[src/rtl/irq_pending_latch.sv]
// irq_pending_latch: sync, edge-detect and sticky-latch four request lines
// feeding the 4-to-2 priority encoder, with mask, overflow and ack checking.
module irq_pending_latch #(
  parameter int         SYNC_STAGES = 2,
  parameter logic [3:0] MASK_RESET  = 4'b0000
) (
  input  logic       clk,
  input  logic       rst_n,
  input  logic [3:0] irq_in,
  input  logic       mask_we,
  input  logic [3:0] mask_in,
  input  logic       ack,
  input  logic [1:0] ack_id,
  input  logic       ovf_clr,
  output logic [3:0] D,
  output logic       any_req,
  output logic [3:0] ovf,
  output logic       ack_err
);

  logic [3:0] r_sync [SYNC_STAGES];
  logic [3:0] r_prev;
  logic [3:0] r_pend;
  logic [3:0] r_mask;
  logic [3:0] r_ovf;
  logic       r_ack_err;

  logic [3:0] w_s;
  logic [3:0] w_rise;
  logic [3:0] w_sel;
  logic [3:0] w_clr;
  logic [3:0] w_ovf_set;
  logic [3:0] w_pend_nxt;
  logic [3:0] w_ovf_nxt;
  logic       w_ack_miss;

  assign w_s    = r_sync[SYNC_STAGES-1];
  assign w_rise = w_s & ~r_prev;
  assign w_sel  = 4'b0001 << ack_id;

  // Ack only clears a line that is actually pending; otherwise it is an error.
  always_comb begin
    w_clr      = '0;
    w_ack_miss = 1'b0;
    if (ack) begin
      w_clr      = w_sel & r_pend;
      w_ack_miss = ~r_pend[ack_id];
    end
  end

  // A fresh event always beats a same-cycle clear.
  assign w_ovf_set  = w_rise & r_pend & ~w_clr;
  assign w_pend_nxt = w_rise | (r_pend & ~w_clr);
  assign w_ovf_nxt  = (ovf_clr ? 4'b0000 : r_ovf) | w_ovf_set;

  always_ff @(posedge clk) begin
    if (!rst_n) begin
      for (int j = 0; j < SYNC_STAGES; j++) begin
        r_sync[j] <= '0;
      end
      r_prev    <= '0;
      r_pend    <= '0;
      r_mask    <= MASK_RESET;
      r_ovf     <= '0;
      r_ack_err <= 1'b0;
    end else begin
      r_sync[0] <= irq_in;
      for (int j = 1; j < SYNC_STAGES; j++) begin
        r_sync[j] <= r_sync[j-1];
      end
      r_prev    <= w_s;
      r_pend    <= w_pend_nxt;
      if (mask_we) begin
        r_mask <= mask_in;
      end
      r_ovf     <= w_ovf_nxt;
      r_ack_err <= w_ack_miss;
    end
  end

  assign D       = r_pend & ~r_mask;
  assign any_req = |D;
  assign ovf     = r_ovf;
  assign ack_err = r_ack_err;

endmodule

[config.mk]
export PLATFORM = sky130hd
export DESIGN_NAME = irq_pending_latch
export DESIGN_NICKNAME = d
export VERILOG_FILES = /design/src/rtl/irq_pending_latch.sv
export SDC_FILE = /design/constraint.sdc
export NUM_CORES = 1
export LEC_CHECK = 0
export BUFFER_PORTS_ARGS = -buffer_cell sky130_fd_sc_hd__buf_2
export CAP_MARGIN = 20
export CORE_ASPECT_RATIO = 1.1
export CORE_MARGIN = 3
export CORE_UTILIZATION = 46
export DETAILED_ROUTE_END_ITERATION = 8
export PLACE_DENSITY_LB_ADDON = 0.15
export SKIP_CTS_REPAIR_TIMING = 1
export SYNTH_ARGS = -nofsm -noshare
export SYNTH_HDL_FRONTEND = slang
export SYNTH_SLANG_ARGS = --single-unit
[constraint.sdc]
create_clock -name clk -period 2 [get_ports clk]
set_clock_uncertainty 0.05 [all_clocks]
set_input_delay 0.4 -clock clk [delete_from_list [all_inputs] [get_ports clk]]
set_output_delay 0.4 -clock clk [all_outputs]
set_load 0.02 [all_outputs]
==> impl_metrics.toml <==
[run_status]
status = "finished clean"

[worst_setup_path]
ff2ff_path_depth = 2
crit_path_start_kind = "flop"
critPathRequiredTime_ps = 1550
cp.arrival_ps = 1480
cp-end-kind = "output port"
critPathMaxFanout = 4
path_class = "flop to output port"

[logic_synthesis]
yosys_warnings = 0
ys_seq_area_share_pct = 54.6
yosys.cell_types.count = 21
netlist_area_sq_um = 916
syn_nets = 97
synth_edf_count = 0
syn_avg_cell_area_sq_um = 11.2
async_flop_share_pct = 0
synth_top_flop_cell = "dfxtp_1"
ys_seq_elements = 25
syn_inst = 82

[finish]
mostFrequentLayoutCells = "dfxtp_1 (25), buf_2 (24), and2_1 (12)"
final_common_cell = "dfxtp_1"
finalNetCount = 122
fillers = 181
antenna_cells = 0
syn_to_final_growth_pct = 17.9
drive_gt1_share_pct = 30.2

[clocking]
cts_tree = "built"
clock-sinks = 25
clock_latency_ps = 300
clockRootBuffer = "clkbuf_4"
cts_buffer_depth = 2
path_clk_slew_ps = 120
htreeDepth = 1
cts-buffers-inserted = 3

[place]
io_buffers = 24
gp_congestion = 0.671
post-dp-hpwl_um = 1100

[timing]
whs_ps = 240
hold_viol = 0
setup-violations-final = 0
max_freq_mhz = 518
fin_tns_setup_ps = 0
rsz0062_at_grt = "no"
tightest_slew_ps = 404
period_share_pct = 96.4
drv_slew = 0
post-route-min-period_ps = 1930
relSlewSlack_pct = 73.0

[flow_run]
cap_violations = 0

[detailed_routing]
drtIter0Drc = 4
wire_per_inst_um = 11.3
dr.pass1.iters = 2
drt_wl_total_um = 1500
via_count = 647
drcViolationCount = 0
viasPerCell = 4.86
ant_nets = 0

[die]
dieArea_sq_um = 2560
rows = 16
io-pin-count = 25
initial_core_util_pct = 49.7
die_w_um = 48.5
core_area_sq_um = 1840
die_h_um = 52.8

[power]
peakVddDrop_uv = 537
p_leak_nw = 0.475
power.density_nw_per_um2 = 767

[global_routing]
grt_overflow = 0
grt_pass1_wl_um = 2570
antenna_found_initial = 0
grt_use_total_pct = 13.2
first_global_vias = 643
grt_max_degree = 31

[hold_path]
hold_class = "input pin to flop"
hold_depth = 2
## worst max-delay path, cell delays in order (launching register included)
cell and delay (ps):
dfxtp_1 360, nor2b_4 130, or4_4 510, buf_2 170
## state kept, by name (all words and copies together), names as in the netlist
name     cells
ack_err      1
ovf          4
r_mask       4
r_pend       4
r_prev       4
r_sync       8
## layer usage
layer	vias up	share of wire [%]	GRT usage (%)
li1	329	-	-
met1	292	48	15.2
met2	24	44	22.9
met3	2	6.7	2.85
met4	0	0.93	7.11
met5	-	0	0
## synth_stat cells, drive strengths merged (2+ instances only)
cell	instances	area [sq um]
dfxtp	25	500
o2bb2ai	4	35.0
nand4b	4	35.0
o21ai	4	20.0
nand2	5	18.8
clkbuf	2	7.51
buf	2	8.75
mux2i	4	40.0
and2b	2	17.5
and2	12	75.1
and3b	2	17.5
nand3b	4	30.0
nor2b	7	58.8
## final cells by class
cell class	instances	area, sq um	area share (%)
Clock buffer	4	26.3	2.43
Multi-Input combinational cell	53	399	37.0
Sequential cell	25	500	46.3
Tap cell	27	33.8	3.13
Timing Repair Buffer	24	120	11.1
## path summary, 6_finish.rpt
path / slack [ps] / startpoint / end
setup / recovery: 70 / r_pend[2] / any_req
hold / removal: 240 / irq_in[0] / r_sync[0][0]
setup reg to reg: 990 / r_pend[3] / ack_err
hold reg to reg: 400 / r_sync[0][1] / r_sync[0][5]
## where the power goes
part           leakage [nW]  internal, mW  total (mW)  switching [mW]
clock                0.0150        0.0777       0.212           0.135
combinational         0.255        0.0444      0.0858          0.0415
sequential            0.205         0.519       0.531          0.0119
## stage by stage
step	setup WS [ps]	instance area (sq um)	utilization, %	total power [mW]	std cells
6_report	71.0	1080	58.6	0.829	133
5_1_grt	15.5	1080	58.6	0.864	133
4_1_cts	62.9	1080	58.6	0.836	133
3_5_place_dp	422	1050	57.2	0.629	129
3_3_place_gp	435	1050	57.2	0.627	129
2_1_floorplan	524	916	-	0.598	82
## cell families after synthesis
group                  count (synthesis)  share of synthesized area, %
buffers and inverters                  4                          1.78
muxes                                  5                          6.83
AOI/OAI and AO/OA                      8                          6.01
and+or+nand+nor                       40                          30.7
DFF                                   25                          54.6
Note: power is estimated with default switching activity, not from simulation.
